===== config.mk =====
export PLATFORM = sky130hd
export DESIGN_NAME = fcmp_pipe
export DESIGN_NICKNAME = d
export VERILOG_FILES = /design/src/rtl/fcmp_pipe.sv
export SDC_FILE = /design/constraint.sdc
export NUM_CORES = 1
export LEC_CHECK = 0
export CAP_MARGIN = 15
export CORE_ASPECT_RATIO = 0.5
export CORE_UTILIZATION = 38
export CTS_CLUSTER_DIAMETER = 60
export DETAILED_ROUTE_END_ITERATION = 6
export PLACE_DENSITY = 0.78
export SETUP_SLACK_MARGIN = 0.1
export SKIP_LAST_GASP = 1
export SYNTH_ARGS = -nofsm -noshare
export SYNTH_HDL_FRONTEND = slang
export SYNTH_SLANG_ARGS = --single-unit

===== constraint.sdc =====
create_clock -name clk -period 2.5 [get_ports clk]
set_clock_uncertainty 0.2 [all_clocks]
set_input_delay 0.25 -clock clk [delete_from_list [all_inputs] [get_ports clk]]
set_output_delay 0.25 -clock clk [all_outputs]
set_load 0.02 [all_outputs]

===== src/rtl/fcmp_pipe.sv =====
// Two-stage binary32 compare (FEQ/FLT/FLE) with valid/ready flow control and a routed tag.
// Denormals and -0 are flushed to +0. Exponent 255 is compared as a plain bit pattern.
module fcmp_pipe #(
  parameter int TAG_W = 6
) (
  input  logic             clk,
  input  logic             rstn,
  input  logic             in_valid,
  output logic             in_ready,
  input  logic [1:0]       op,
  input  logic [31:0]      x,
  input  logic [31:0]      y,
  input  logic [TAG_W-1:0] in_tag,
  output logic             out_valid,
  input  logic             out_ready,
  output logic             z,
  output logic [TAG_W-1:0] out_tag
);

  localparam logic [1:0] OP_FEQ = 2'b00;
  localparam logic [1:0] OP_FLT = 2'b01;
  localparam logic [1:0] OP_FLE = 2'b10;

  logic             s1_valid_q, s1_valid_d;
  logic             s1_eq_q, s1_lt_q;
  logic [1:0]       s1_op_q;
  logic [TAG_W-1:0] s1_tag_q;

  logic             s2_valid_q, s2_valid_d;
  logic             s2_z_q, s2_z_d;
  logic [TAG_W-1:0] s2_tag_q;

  logic             s1_load, s2_load;
  logic [31:0]      xn, yn;
  logic             eq_d, lt_d;

  assign xn = (x[30:23] == 8'd0) ? 32'd0 : x;
  assign yn = (y[30:23] == 8'd0) ? 32'd0 : y;

  // Sign-magnitude ordering: a negative pair orders by reversed magnitude.
  always_comb begin
    eq_d = (xn == yn);
    lt_d = 1'b0;
    if (xn[31] != yn[31]) begin
      lt_d = xn[31];
    end else if (!xn[31]) begin
      lt_d = (xn[30:0] < yn[30:0]);
    end else begin
      lt_d = (xn[30:0] > yn[30:0]);
    end
  end

  always_comb begin
    s2_z_d = 1'b0;
    case (s1_op_q)
      OP_FEQ:  s2_z_d = s1_eq_q;
      OP_FLT:  s2_z_d = s1_lt_q;
      OP_FLE:  s2_z_d = s1_lt_q | s1_eq_q;
      default: s2_z_d = 1'b0;
    endcase
  end

  // in_ready depends on out_ready but never on in_valid.
  assign s2_load  = s1_valid_q & (~s2_valid_q | out_ready);
  assign in_ready = ~s1_valid_q | s2_load;
  assign s1_load  = in_valid & in_ready;

  always_comb begin
    s2_valid_d = s2_valid_q;
    if (s2_load) begin
      s2_valid_d = 1'b1;
    end else if (out_ready) begin
      s2_valid_d = 1'b0;
    end

    s1_valid_d = s1_valid_q;
    if (s1_load) begin
      s1_valid_d = 1'b1;
    end else if (s2_load) begin
      s1_valid_d = 1'b0;
    end
  end

  always_ff @(posedge clk) begin
    if (!rstn) begin
      s1_valid_q <= 1'b0;
      s1_eq_q    <= 1'b0;
      s1_lt_q    <= 1'b0;
      s1_op_q    <= 2'b00;
      s1_tag_q   <= '0;
      s2_valid_q <= 1'b0;
      s2_z_q     <= 1'b0;
      s2_tag_q   <= '0;
    end else begin
      s1_valid_q <= s1_valid_d;
      s2_valid_q <= s2_valid_d;
      if (s1_load) begin
        s1_eq_q  <= eq_d;
        s1_lt_q  <= lt_d;
        s1_op_q  <= op;
        s1_tag_q <= in_tag;
      end
      if (s2_load) begin
        s2_z_q   <= s2_z_d;
        s2_tag_q <= s1_tag_q;
      end
    end
  end

  assign out_valid = s2_valid_q;
  assign z         = s2_z_q;
  assign out_tag   = s2_tag_q;

endmodule


### Yosys cells after proc, flatten, opt, wreduce, memory -nomap -nowiden

Index checks and enable logic that the tools add are counted.

| storage, ports and cells | value |
|---|---|
| flip-flop bits (word level) | 19 |
| bits in latches | 0 |
| bits in writable memories | 0 |
| ROM bits | 0 |
| bits of input ports | 76 |
| output and inout bits | 9 |
| logic and storage cells | 35 |
| memories | 0 |

| operators by class | value |
|---|---|
| $add $sub $neg | 0 |
| $mul | 0 |
| div/mod/pow operators | 0 |
| $lt $le $gt $ge | 2 |
| equality and inequality tests | 4 |
| shift-type cells | 0 |
| muxes and demuxes | 9 |
| bitwise logic cells | 7 |
| reductions and logical operators | 5 |

Operators with widths:

| kind | count |
|---|---|
| $mux W32 | 2 |
| $eq A32 B32 Y1 | 1 |
| $gt A31 B31 Y1 | 1 |
| $lt A31 B31 Y1 | 1 |
| $logic_not A8 Y1 | 2 |
| $mux W1 | 6 |
| $reduce_bool A2 Y1 | 2 |
| $or A1 B1 Y1 | 3 |
| $pmux W1 S3 | 1 |
| $and A1 B1 Y1 | 2 |
| $eq A2 B1 Y1 const B | 1 |
| $eq A2 B2 Y1 const B | 1 |
| $logic_not A2 Y1 | 1 |
| $not A1 Y1 | 2 |
| $ne A1 B1 Y1 | 1 |

### Depth between registers and ports, before layout

Gate-level depths: netlist (run 1).

| logic depth | value |
|---|---|
| depth in word-level cells | 6 |
| depth in mapped cells | 11 |
| depth with buffers taken out | 10 |

### Worst setup path after synthesis (run 1)

Ideal clock, no wire load.

| timing | value |
|---|---|
| path type | in2reg |
| from | in x[23] |
| to | reg s1_lt_q |
| setup time | 69 ps |
| arrival time | 2,231 ps |
| data required time | 2,231 ps |
| setup slack | 1 ps |
| cell stages on the path | 11 |
| buffers on the path | 1 |
| path through | nor4_1 nand2_1 clkbuf_1 and2_1 ha_1 a21oi_2 o21ai_1 a22oi_1 o2111ai_1 a221o_1 o21ai_1 |

| between the ends | value |
|---|---|
| cells in the longest elaborated chain, start to end | 5 |
| elaborated cells between the ends (all ways) | 7 |
| those cells by class | order compare: 2; eq/ne: 1; mux: 3; reduce/logical: 1 |

Ends and longest elaborated chain:

| item | RTL line | RTL |
|---|---|---|
| start: declaration | 11 | `input logic [31:0] x,` |
| $logic_not A8 Y1 | 37 | `assign xn = (x[30:23] == 8'd0) ? 32'd0 : x;` |
| $mux W32 (*) | 37 |  |
| $lt A31 B31 Y1 or $gt A31 B31 Y1 (tied branches) | 47, 49 |  |
| $mux W1 | 46 | `end else if (!xn[31]) begin` |
| $mux W1 (*) | 44 | `if (xn[31] != yn[31]) begin` |
| end signal: assignment | 99 | `s1_lt_q <= lt_d;` |
| end: declaration | 25 | `logic s1_eq_q, s1_lt_q;` |

Mark *: on every way between the ends. The rest lies on a longest branch, timed or not.
A chain may end at the register's enable or synchronous reset.

### Worst setup path in the final report (run 1)

| timing | value |
|---|---|
| from | in x[27] |
| to | reg s1_lt_q |

Same word-level chain as after synthesis.

==> results of run 1 <==
[area by class of cell]
type                    instances  area [sq um]  share of cell area (%)
clock inverters                 1          5.00                   0.154
inverters                       9          33.8                    1.04
multi-input cells             193          1630                    50.0
well taps                      66          82.6                    2.54
flip-flops and latches         19           380                    11.7
clock buffers                   3          41.3                    1.27
repair buffers                113          1080                    33.3
[registers in the layout (all words and copies together) (netlist names)]
name / flops
s1_op_q: 2
s1_valid_q: 1
s1_lt_q: 1
out_valid: 1
s1_eq_q: 1
s1_tag_q: 6
z: 1
out_tag: 6
[how the worst max path moves through the flow]
stage | from | endpoint | slack [ns] | cells after the start
floorplan | x[27] | s1_lt_q | 0.10 | 11
global placement | x[23] | s1_lt_q | -0.56 | 12
detailed placement | x[23] | s1_lt_q | -0.58 | 12
CTS | x[26] | s1_lt_q | 0.06 | 12
global route | x[24] | s1_lt_q | -0.24 | 12
finish | x[27] | s1_lt_q | -0.12 | 12
[cell families (layout without fill, tap and decap cells)]
logic type | after synthesis | count (layout) | synth area share [%]
xor gates and xnor gates | 1 | 1 | 0.485
buffers and inverters | 27 | 126 | 6.72
DFF | 19 | 19 | 21.1
muxes | 6 | 6 | 3.32
adders and majority gates | 31 | 31 | 21.5
AOI/OAI and AO/OA | 40 | 40 | 14.7
and+or+nand+nor | 115 | 115 | 32.3
[through the flow]
step,util [%],instances
CTS,71.8,401
floorplan,-,239
global placement,62.1,386
detailed placement,62.1,386
finish,72.5,404
global route,72.5,404
[metal layers]
metal  GRT usage (%)  vias up  share of wire, %
li1                -     1024                 -
met1            25.4      957                42
met5               0        -                 0
met3            3.76       21               4.4
met4            10.5        0               2.9
met2            44.2       76                51
[cell usage in the layout (no fill, tap or decap), drive strengths merged, types with 6 or more instances in the layout]
| cell type | Yosys | layout |
|---|---|---|
| clkdlybuf4s15 | 0 | 6 |
| buf | 5 | 36 |
| nand2 | 46 | 46 |
| nand3 | 12 | 12 |
| inv | 9 | 9 |
| o21ai | 6 | 6 |
| and2 | 26 | 26 |
| ha | 31 | 31 |
| nor4 | 6 | 6 |
| a21oi | 15 | 15 |
| nand4 | 7 | 7 |
| clkdlybuf4s50 | 0 | 68 |
| mux2i | 6 | 6 |
| nor2b | 9 | 9 |
| dfxtp | 19 | 19 |
| a21boi | 8 | 8 |
[report_power, final]
group	internal, uW	total (uW)	leakage [uW]	switching (uW)
logic	229	390	0.00119	161
registers	316	323	0.000155	7.47
clock network	111	208	0.0000255	97.5
total	655	922	0.00137	266
[worst max-delay path: cells and delay by family]
family                     cells  cell delay [ns]
adders and majority gates      1             0.26
buffers and inverters          3             0.50
AOI/OAI and AO/OA              2             0.34
and+or+nand+nor                6             1.20
[timing repair]
item                       4_1_cts  5_1_grt
pin swaps                       43       11
hold buffers                     0        0
cloned                           4        0
resized for setup              112        2
setup buffers                    7        3
setup endpoints to repair        2        2
==> results.json, run 1 <==
{
  "path_clk_slew_ns": 0.07,
  "area_delta_synth_final_pct": 80.0,
  "drc": 0,
  "min_period_ns": 2.62,
  "fin_tns_setup_ns": -0.187,
  "r2r-start": "out_valid",
  "avgSynthCellArea_sq_um": 7.56,
  "hold_depth": 2,
  "nets": 446,
  "ys_seq_area_share_pct": 21.1,
  "clk-insertion-delay-late_ns": 0.25,
  "drv_slew": 0,
  "synth_ff_type": "dfxtp_1",
  "clk_path_buf_depth": 2,
  "wl_per_cell_microns": 14.3,
  "antenna_found_initial": 0,
  "hold_viol_final": 0,
  "fp.dieW_microns": 99.5,
  "placed_area_sq_um": 2790,
  "vias_per_cell": 5.14,
  "crit_arrival_ns": 2.56,
  "dpl.hpwl_mm": 3.84,
  "synth_area_sq_um": 1810,
  "yosysTopAreaCell": "ha_1",
  "synth_top_area_share_pct": 21.5,
  "cp-start-kind": "primary input",
  "drive_gt1_share_pct": 26.0,
  "start_util_pct": 40.3,
  "ys_seq_elements": 19,
  "synth_edf_count": 0,
  "h-tree-depth": 1,
  "n_antenna_cell": 0,
  "holdWs_ns": 0.265,
  "core_sq_um": 4490,
  "io_buffers": 84,
  "slew_headroom_pct": 70.2,
  "setup_ws_ns": -0.116,
  "crit_chain": "clkdlybuf4s15_1 -> nor4_4 -> nand2_2 -> buf_6 -> buf_6 -> and2_4 -> ha_4 -> nand4_1 -> nor4_4 -> nand2_2 -> a221oi_2 -> o21ai_1",
  "route.vias.total": 2078,
  "rsz0062_at_grt": "true",
  "violations": "setup timing",
  "die_y_microns": 50.8,
  "drt-total-wl_mm": 5.80,
  "dp_slack_ns": -0.577,
  "setup_viol_count_final": 2,
  "clock-root-buffer": "clkbuf_8",
  "r2r_slack_ns": 0.74,
  "max_clock_freq_mhz": 382,
  "cpMaxStageDelayCell": "nor4_4",
  "path_class": "primary input to flop",
  "drt_first_pass_iters": 4,
  "fin_crit_sh_pct": 105,
  "track_usage_pct": 23.1,
  "synth_most_common_cell": "nand2_1",
  "async_flop_share_pct": 0,
  "synth_fp_nets": 346,
  "worst_setup_path_end_kind": "flop",
  "hp-class": "flop to flop",
  "power_per_cell_area_nw_per_um2": 283,
  "holdPathEnd": "s1_tag_q[1]",
  "ant_nets": 0,
  "overflow": 0,
  "post-route-cell-area_sq_um": 3250,
  "r2r-end": "s1_eq_q",
  "ir_drop_v": 0.000159,
  "cts.sinks": 19,
  "synth_area_leaders": "ha_1, dfxtp_1, nand2_1, and2_1, a21oi_1",
  "power.leakage_uw": 0.00137,
  "grt_pass1_vias": 2083,
  "crit_path_max_incr_delay_ns": 0.41,
  "crit_fanout": 6,
  "ys_top_cells_by_count": "nand2_1, ha_1, and2_1",
  "yosysUniqueCellTypes": 36,
  "num_rows": 17,
  "dieArea_sq_um": 5050,
  "worstMarginPinSlew_ns": 0.446,
  "cap_violations": 0,
  "power_uw": 922,
  "drt_iter0_drc": 60,
  "grt_pass1_wl_mm": 9.10,
  "reg2reg_depth": 6,
  "min-delay-start": "s1_tag_q[1]",
  "ys_warn_count": 0,
  "outcome": "finished, violations left",
  "ios": 85,
  "numCtsBuffers": 3,
  "gp_congestion": 0.819,
  "grt_start_max_net_pins": 21,
  "synth_cells": 239,
  "cts_tree": "done",
  "nFillCells": 308,
  "cp_data_required_time_ns": 2.45
}
(Power assumes the default switching activity.)
==> run 2, diff against run 1 <==
CTS_CLUSTER_SIZE = 16   (was unset)
REMOVE_ABC_BUFFERS = 1   (was unset)
==> results.json, run 2 (synthesis results as in run 1) <==
{
  "n_antenna_cell": 0,
  "dpl.hpwl_mm": 3.81,
  "internal_power_uw": 663,
  "violations": "setup timing",
  "io_buffers": 84,
  "placed_area_sq_um": 2770,
  "slew_headroom_pct": 68.5,
  "fp.dieW_microns": 99.5,
  "grt_pass1_wl_mm": 8.69,
  "crit_fanout": 6,
  "grt_start_max_net_pins": 21,
  "core_sq_um": 4490,
  "dp.cells": 388,
  "rsz0062_at_grt": "true",
  "nets": 443,
  "layout_common_cells": "clkdlybuf4s50_1, nand2_1, dfxtp_1",
  "setup_ws_ns": -0.127,
  "ant_nets": 0,
  "layout_commonest_cell": "clkdlybuf4s50_1",
  "drive_gt1_share_pct": 28.7,
  "switching_power_uw": 281,
  "ir_drop_v": 0.000194,
  "outcome": "finished, violations left",
  "start_util_pct": 40.3,
  "instances_no_fill": 401,
  "cap_violations": 0,
  "setup_viol_count_final": 1,
  "min_period_ns": 2.63,
  "die_y_microns": 50.8,
  "path_clk_slew_ns": 0.07,
  "path_class": "primary input to flop",
  "clk-insertion-delay-late_ns": 0.25,
  "cts.sinks": 19,
  "crit_arrival_ns": 2.61,
  "dp_slack_ns": -0.702,
  "num_rows": 17,
  "clk_path_buf_depth": 2,
  "dieArea_sq_um": 5050,
  "cp-start-kind": "primary input",
  "pwr-share-comb_pct": 43.2,
  "power_uw": 944,
  "nFillCells": 303,
  "fin_crit_sh_pct": 105,
  "grt_pass1_vias": 2031,
  "hold_viol_final": 0,
  "hp-class": "flop to flop",
  "route.vias.total": 2209,
  "cts_tree": "done",
  "h-tree-depth": 1,
  "overflow": 0,
  "drv_slew": 0,
  "drt_iter0_drc": 70,
  "worstMarginPinSlew_ns": 0.473,
  "post-route-cell-area_sq_um": 3290,
  "ios": 85,
  "drt_first_pass_iters": 4,
  "cts_hold_buffers": 0,
  "gp_congestion": 0.758,
  "worst_setup_path_end_kind": "flop",
  "power_frac_seq_pct": 34.2,
  "clkPwrFrac_pct": 22.5,
  "wl_per_cell_microns": 16.0,
  "power_switching_share_pct": 29.8,
  "antenna_found_initial": 0,
  "drc": 0,
  "power.leakage_uw": 0.00140,
  "cp_data_required_time_ns": 2.48,
  "vias_per_cell": 5.51,
  "numCtsBuffers": 3,
  "power_per_cell_area_nw_per_um2": 287,
  "drt-total-wl_mm": 6.43,
  "max_clock_freq_mhz": 381,
  "r2r_slack_ns": 0.54,
  "track_usage_pct": 21.7,
  "clock-root-buffer": "clkbuf_8",
  "area_delta_synth_final_pct": 82.2
}
run 2: metal layers:
layer	GRT usage (%)	vias up	share of wire, %
met5	0	-	0
met4	8.58	0	4.9
met3	1.67	37	5.1
met2	44.3	105	52
met1	23.6	1044	38
li1	-	1023	-
run 2: path summary, 6_finish.rpt:
path               startpoint     endpoint  cells past startpoint
hold reg to reg   s1_tag_q[2]  s1_tag_q[2]                      2
setup / recovery        y[23]      s1_lt_q                     13
setup reg to reg    out_valid      s1_eq_q                      7
hold / removal    s1_tag_q[2]  s1_tag_q[2]                      2
run 2: metrics by stage:
step                setup TNS (ns)  util, %  hold WS (ns)
finish                      -0.127     73.3         0.263
global route                -0.234     73.3         0.287
CTS                              0     69.7         0.266
detailed placement           -1.20     61.7         0.257
global placement             -1.03     61.7         0.249
floorplan                  -0.0492        -         0.168
run 2: area by class of cell:
cell class	instances	area, sq um	share of cell area, %
multi-input cells	193	1660	50.6
inverters	9	33.8	1.03
flip-flops and latches	19	380	11.6
clock buffers	4	45.0	1.37
well taps	66	82.6	2.51
repair buffers	110	1090	33.0
run 2: what timing repair did:
item                       in CTS  in global routing
buffers inserted                3                  3
gates cloned                    4                  0
pin swaps                      35                 34
gates resized for setup       101                 36
setup endpoints to repair       2                  2
hold endpoints to repair        0                  0
run 2: worst max-delay path: stages:
cell           delay, ns
dlygate4sd2_1       0.26
nor4_2              0.18
nand2_2             0.14
buf_12              0.16
buf_16              0.14
nand2_2             0.08
ha_4                0.21
a21oi_2             0.15
a21oi_2             0.07
o31ai_2             0.28
o211ai_1            0.19
a221o_1             0.35
o21ai_1             0.14
run 2: power by group through the flow:
stage	clock, uW	sequential, uW	combinational, uW
2_1_floorplan	0	333	137
3_3_place_gp	0	329	313
3_5_place_dp	0	330	324
4_1_cts	214	323	357
5_1_grt	228	325	440
6_report	213	323	408
==> run 3, diff against run 2 <==
--- a/config.mk
+++ b/config.mk
@@ -8,9 +8,10 @@
 export CAP_MARGIN = 15
 export CORE_ASPECT_RATIO = 0.5
-export CORE_UTILIZATION = 38
+export CORE_UTILIZATION = 45
 export CTS_CLUSTER_DIAMETER = 60
 export CTS_CLUSTER_SIZE = 16
 export DETAILED_ROUTE_END_ITERATION = 6
-export PLACE_DENSITY = 0.78
+export DONT_BUFFER_PORTS = 1
+export PLACE_DENSITY = 0.6
 export REMOVE_ABC_BUFFERS = 1
 export SETUP_SLACK_MARGIN = 0.1
==> constraint.sdc (replaced) <==
create_clock -name clk -period 2.5 [get_ports clk]
set_clock_uncertainty 0.2 [all_clocks]
set_input_delay 0.625 -clock clk [delete_from_list [all_inputs] [get_ports clk]]
set_output_delay 0.625 -clock clk [all_outputs]
set_load 0.02 [all_outputs]
==> results.json, run 3 (synthesis results as in run 1) <==
{
  "outcome": "finished, violations left",
  "violations": "setup timing",
  "io_buffers": 0,
  "cts_hold_buffers": 0,
  "crit_fanout": 6,
  "power_uw": 774,
  "antenna_found_initial": 0,
  "numCtsBuffers": 3,
  "crit_top_cell": "buf_6",
  "switching_power_uw": 226,
  "hold_depth": 2,
  "rsz0062_at_grt": "true",
  "drt-total-wl_mm": 4.44,
  "fin_crit_sh_pct": 109,
  "route.vias.total": 1586,
  "ir_drop_v": 0.000169,
  "vias_per_cell": 5.56,
  "crit_chain": "nor4_4 -> nand2_2 -> buf_6 -> buf_6 -> and2_4 -> ha_4 -> a21oi_4 -> a21oi_2 -> o31ai_2 -> o211ai_1 -> a221o_1 -> o21ai_1",
  "clk-insertion-delay-late_ns": 0.25,
  "worst_setup_path_end_kind": "flop",
  "dpl.hpwl_mm": 3.08,
  "ios": 85,
  "holdWs_ns": 0.266,
  "pwr-share-comb_pct": 30.7,
  "clock-root-buffer": "clkbuf_8",
  "layout_commonest_cell": "nand2_1",
  "cpMaxStageDelayCell": "a221o_1",
  "cap_violations": 0,
  "wl_per_cell_microns": 15.6,
  "cp_data_required_time_ns": 2.49,
  "post-route-cell-area_sq_um": 2260,
  "n_antenna_cell": 0,
  "ant_nets": 0,
  "power_frac_seq_pct": 42.3,
  "grt_start_max_net_pins": 25,
  "drc": 0,
  "power_switching_share_pct": 29.2,
  "die_y_microns": 46.8,
  "r2r_slack_ns": 0.68,
  "fin_tns_setup_ns": -0.371,
  "path_class": "primary input to flop",
  "placed_area_sq_um": 1830,
  "power_per_cell_area_nw_per_um2": 343,
  "cts_tree": "done",
  "final-seq-area_sq_um": 380,
  "dp_slack_ns": -0.601,
  "reg2reg_depth": 5,
  "crit_path_max_incr_delay_ns": 0.33,
  "post-cts-setup-buffers": 0,
  "setup_viol_count_final": 2,
  "dieArea_sq_um": 4290,
  "drive_gt1_share_pct": 26.5,
  "path_clk_slew_ns": 0.07,
  "layout_common_cells": "nand2_1, dfxtp_1, ha_4, ha_1, and2_4",
  "drt_first_pass_iters": 4,
  "core_sq_um": 3620,
  "cp-startpoint": "x[26]",
  "holdPathEnd": "s1_tag_q[2]",
  "track_usage_pct": 20.3,
  "nets": 342,
  "start_util_pct": 49.9,
  "power.leakage_uw": 0.000955,
  "min-delay-start": "s1_tag_q[2]",
  "multi_input_area_sq_um": 1650,
  "nFillCells": 316,
  "num_rows": 15,
  "drv_slew": 0,
  "area_delta_synth_final_pct": 25.0,
  "grt_pass1_vias": 1551,
  "clk_path_buf_depth": 2,
  "min_period_ns": 2.72,
  "drt_iter0_drc": 28,
  "h-tree-depth": 1,
  "grt_pass1_wl_mm": 6.85,
  "cts.sinks": 19,
  "max_clock_freq_mhz": 368,
  "hold_viol_final": 0,
  "overflow": 0,
  "cp-start-kind": "primary input",
  "hp-class": "flop to flop",
  "setup_ws_ns": -0.220,
  "worstMarginPinSlew_ns": 0.475,
  "fp.dieW_microns": 91.6,
  "slew_headroom_pct": 68.4,
  "r2r-end": "s1_eq_q",
  "r2r-start": "out_valid",
  "internal_power_uw": 548,
  "crit_arrival_ns": 2.71,
  "gp_congestion": 0.718,
  "clkPwrFrac_pct": 27.0
}
run 3: changes by cell type in the layout (fill, tap and decap cells not counted), moves of 3 or more:
cell,previous run,this run
buf_4,17,3
and2_4,9,14
buf_6,10,5
nand2_2,6,1
and2_1,17,12
clkdlybuf4s50_1,68,0
a21oi_2,7,4
buf_2,7,1
nand2_1,36,44
nand2_4,4,1
run 3: what timing repair did:
item	in CTS	in global routing
resized for setup	39	19
pin swaps	34	25
setup endpoints to repair	2	2
cloned	3	0
run 3: per-stage QoR:
stage               util [%]  instances
floorplan                  -        221
global placement        50.5        278
detailed placement      50.5        278
CTS                     59.0        285
global route            62.3        285
finish                  62.3        285
run 3: worst max path at each step:
stage / end / slack (ns) / cells past startpoint
2_1_floorplan: s1_lt_q / -0.42 / 10
3_3_place_gp: s1_lt_q / -0.54 / 11
3_5_place_dp: s1_lt_q / -0.60 / 11
4_1_cts: s1_lt_q / -0.19 / 11
5_1_grt: s1_lt_q / -0.35 / 11
6_report: s1_lt_q / -0.22 / 12
run 3: worst max-delay path, delay by kind of cell:
family | cells | cell delay [ns]
adder cells (fa/ha/maj) | 1 | 0.16
AND/OR/NAND/NOR | 3 | 0.54
AO/OA/AOI/OAI | 6 | 1.09
buffers and inverters | 2 | 0.28
run 3: power groups by stage:
stage	registers (uW)	logic [uW]	clock network [uW]
after floorplan	333	137	0
after global placement	334	164	0
after detailed placement	334	169	0
after CTS	327	211	215
after global routing	329	268	233
final	327	237	209
run 3: final cells by class:
cell class	count	share of cell area, %
multi-input cells	193	73.1
flip-flops and latches	19	16.8
repair buffers	9	3.71
well taps	51	2.83
clock buffers	3	1.83
inverters	9	1.50
clock inverters	1	0.222
run 3: per-layer routing:
layer  routed length (microns)  global-route usage [%]  up-vias
met5                         0                       0        -
met2                      2130                    39.5       53
li1                          -                       -      814
met4                        12                    1.90        0
met1                      2020                    24.4      717
met3                       289                    5.50        2
==> RTL edit 1 (settings of run 2) <==
The parameter `TAG_W` goes from 6 to 12.
--- a/src/rtl/fcmp_pipe.sv
+++ b/src/rtl/fcmp_pipe.sv
@@ -1,7 +1,7 @@
 // Two-stage binary32 compare (FEQ/FLT/FLE) with valid/ready flow control and a routed tag.
 // Denormals and -0 are flushed to +0. Exponent 255 is compared as a plain bit pattern.
 module fcmp_pipe #(
-  parameter int TAG_W = 6
+  parameter int TAG_W = 12
 ) (
   input  logic             clk,
   input  logic             rstn,
Ports: changed (resized in_tag and out_tag); port bits go from 85 to 97. No check against the original RTL was run, so the function may have changed too.
==> RTL edit 1 against run 2 <==
Largest cell class unchanged; count of clock-buffer cells in the layout rose by 2; the flow still finishes with violations (negative setup slack); highest routed layer unchanged; area after synthesis up 23%; hold slack got worse by 0.0018 ns; fmax fell by 3.2%; first-iteration DRC count grew 130%; synthesized cell count rose by 23%; cell area up 27%; sequential cell count up 12; wire length grew 35%; setup slack lost 0.087 ns; total power increased by 73%.
==> RTL edit 1: results (changes against run 2) <==
| Metric | Value |
|---|---|
| Insertion delay to the later sink of the worst-skew pair | `0.27 ns (+0.02 ns)` |
| Clk pin slew, worst setup/hold paths | `0.05 ns (-0.02 ns)` |
| Total CTS buffers | `5 (+2)` |
| Clock Tree Root | `clkbuf_16` |
| Hold path start | `s1_tag_q[5]` |
| Sequential Power | `529 uW (+64%)` |
| Layout cells sized above 1 | `0.308 (+0.0209)` |
| Worst Setup Slack, final | `-0.214 ns (-0.0873 ns)` |
| Relative slew slack | `0.396 (-0.289)` |
| NonClk Buf Share | `0.313 (-0.0165)` |
| Count of input and output buffers | `96 (+14%)` |
| Nets | `526 (+19%)` |
| Final clock-cell share | `0.0344 (+0.0207)` |
| Violated checks | `negative setup slack` |
| GRT Total Usage | `0.282 (+0.0650)` |
| Area taken by multi-input logic gates | `1980 sq um (+19%)` |
| H-tree depth | `2 (+1)` |
| Final setup fails | `2 (+1)` |
| FF/Latch Area | `621 sq um (+63%)` |
| Vias in the first global route | `2,796 (+38%)` |
| Post-Route WL | `8.68 mm (+35%)` |
| Outcome | `complete, but fails checks` |
| FF+latch count | `31 (+12)` |
| Non-clk bufs | `131 (+19%)` |
| Crit path launch | `x[24]` |
| WL/cell | `17.9 um (+11%)` |
| Non-CTS inverters | `10 (+1)` |
RTL edit 1: layer usage:
metal	vias to the layer above	GRT usage	share of wire
met5	-	0	0
met4	0	0.177	0.057
met3	60	0.0632	0.056
met2	130	0.504	0.51
met1	1223	0.300	0.37
li1	1242	-	-
RTL edit 1: cells by family after synthesis:
family / after synthesis / share of synthesized area
DFF: 31 / 0.280
and+or+nand+nor: 144 / 0.314
buffers and inverters: 29 / 0.0496
AOI/OAI and AO/OA: 57 / 0.174
adders and majority gates: 31 / 0.175
xor gates and xnor gates: 2 / 0.00789
RTL edit 1: repair_timing:
action,CTS,global route
setup endpoints to repair,2,2
buffers inserted,10,1
gates cloned,6,0
pin swaps,53,20
gates resized for setup,152,17
RTL edit 1: final timing paths:
kind / endpoint / depth (start not counted) / slack, ns
setup / recovery: s1_lt_q / 12 / -0.21
hold / removal: s1_tag_q[5] / 2 / 0.26
setup reg to reg: s1_eq_q / 6 / 0.57
hold reg to reg: s1_tag_q[5] / 2 / 0.26
==> RTL edit 2 (config.mk and constraints of run 2) <==
Made on the original files. Reset style: asynchronous (`rstn`), changed in one clocked block.
--- a/src/rtl/fcmp_pipe.sv
+++ b/src/rtl/fcmp_pipe.sv
@@ -81,7 +81,7 @@
     end
   end
 
-  always_ff @(posedge clk) begin
+  always_ff @(posedge clk or negedge rstn) begin
     if (!rstn) begin
       s1_valid_q <= 1'b0;
       s1_eq_q    <= 1'b0;
Function: differs if rstn is asserted again (counterexample within 4 cycles, from zero or initial values and one cycle with rstn low); with rstn held inactive, the same outputs for 10 cycles.
==> RTL edit 2 against run 2 <==
The flow finishes with violations (design-rule violations, negative setup slack); cell count shrank 9.7%; non-clock buffer count grew 1; global-route usage shrank 1.6 points; wire length shrank 24%; sequential cell count is the same; area after synthesis shrank 2.8%; clock power shrank 4%; cell area shrank 7.9%; total power grew 17%; hold slack gained 0.0011 ns; sequential share of layout area grew 4.1 points; setup slack lost 0.15 ns; highest routed layer unchanged.
==> RTL edit 2: results (changes against run 2) <==
| Metric | Value |
|---|---|
| Final setup fails | `2 (+1)` |
| WL/cell | `13.5 um (-16%)` |
| Nets | `413 (-6.8%)` |
| Fraction of area in multi-input gates | `0.457 (-0.0482)` |
| WL met1 | `2.07 mm (-14%)` |
| Violated checks | `design-rule violations, negative setup slack` |
| Gpl congestion | `0.748 (-1.3%)` |
| Layout cells sized above 1 | `0.289 (+0.00196)` |
| Drt drc | `4 (+4)` |
| FILL cells | `343 (+13%)` |
| Hold_ws | `0.264 ns (+0.00113 ns)` |
| NonClk Buf Share | `0.336 (+0.00645)` |
| 1st-iter DRT viols | `42 (-40%)` |
| Top post-synthesis cells by area | `dfrtp_1 27%, ha_1 22%, mux2_2 9.0%` |
| Setup TNS | `-0.318 ns (-0.191 ns)` |
| Peak supply drop | `0.232 mV (+20%)` |
| Critical path arrival | `2.74 ns (+0.13 ns)` |
| Mapped Area | `1760 sq um (-2.8%)` |
| Seq/Total Area, Yosys | `0.271 (+0.0601)` |
| Vias in the first global route | `1,893 (-6.8%)` |
| Crit path launch | `x[23]` |
| Synth cell types | `31 (-14%)` |
| CP max stage delay | `0.33 ns (-0.02 ns)` |
| Synth cell count leaders | `38 x nand2_1, 31 x ha_1, 24 x and2_1, 19 x dfrtp_1, 14 x mux2_2` |
| First-pass GRT wire length | `8.02 mm (-7.6%)` |
| Dpl ws | `-1.02 ns (-0.319 ns)` |
| Final clock-cell share | `0.0149 (+0.00117)` |
| Worst Setup Slack, final | `-0.280 ns (-0.153 ns)` |
| Post-Route WL | `4.90 mm (-24%)` |
| Syn Area/Cell | `8.65 sq um (+14%)` |
| Via density | `5.01 (-9.1%)` |
| Hold Crit Class | `in2async` |
| Outcome | `complete, but fails checks` |
==> RTL edit 2: kinds of logic (layout without fill, tap and decap cells) <==
family	count (synthesis)	after routing	share of synthesized area
and+or+nand+nor	88	88	0.255
adders and majority gates	31	31	0.221
AOI/OAI and AO/OA	27	27	0.107
buffers and inverters	22	124	0.0470
DFF	19	19	0.271
muxes	14	14	0.0897
xor gates and xnor gates	2	2	0.00997
==> RTL edit 2: what timing repair did <==
item,in CTS,in global routing
resized for setup,90,9
buffers inserted,3,1
pin swaps,28,11
gates cloned,3,0
setup endpoints to repair,2,2
==> RTL edit 2: power breakdown <==
part	leakage [nW]	internal (mW)	total, mW	switching, mW
clock	0.0228	0.113	0.205	0.0919
combinational	1.13	0.304	0.510	0.206
sequential	0.224	0.362	0.388	0.0267
total	1.37	0.778	1.10	0.325
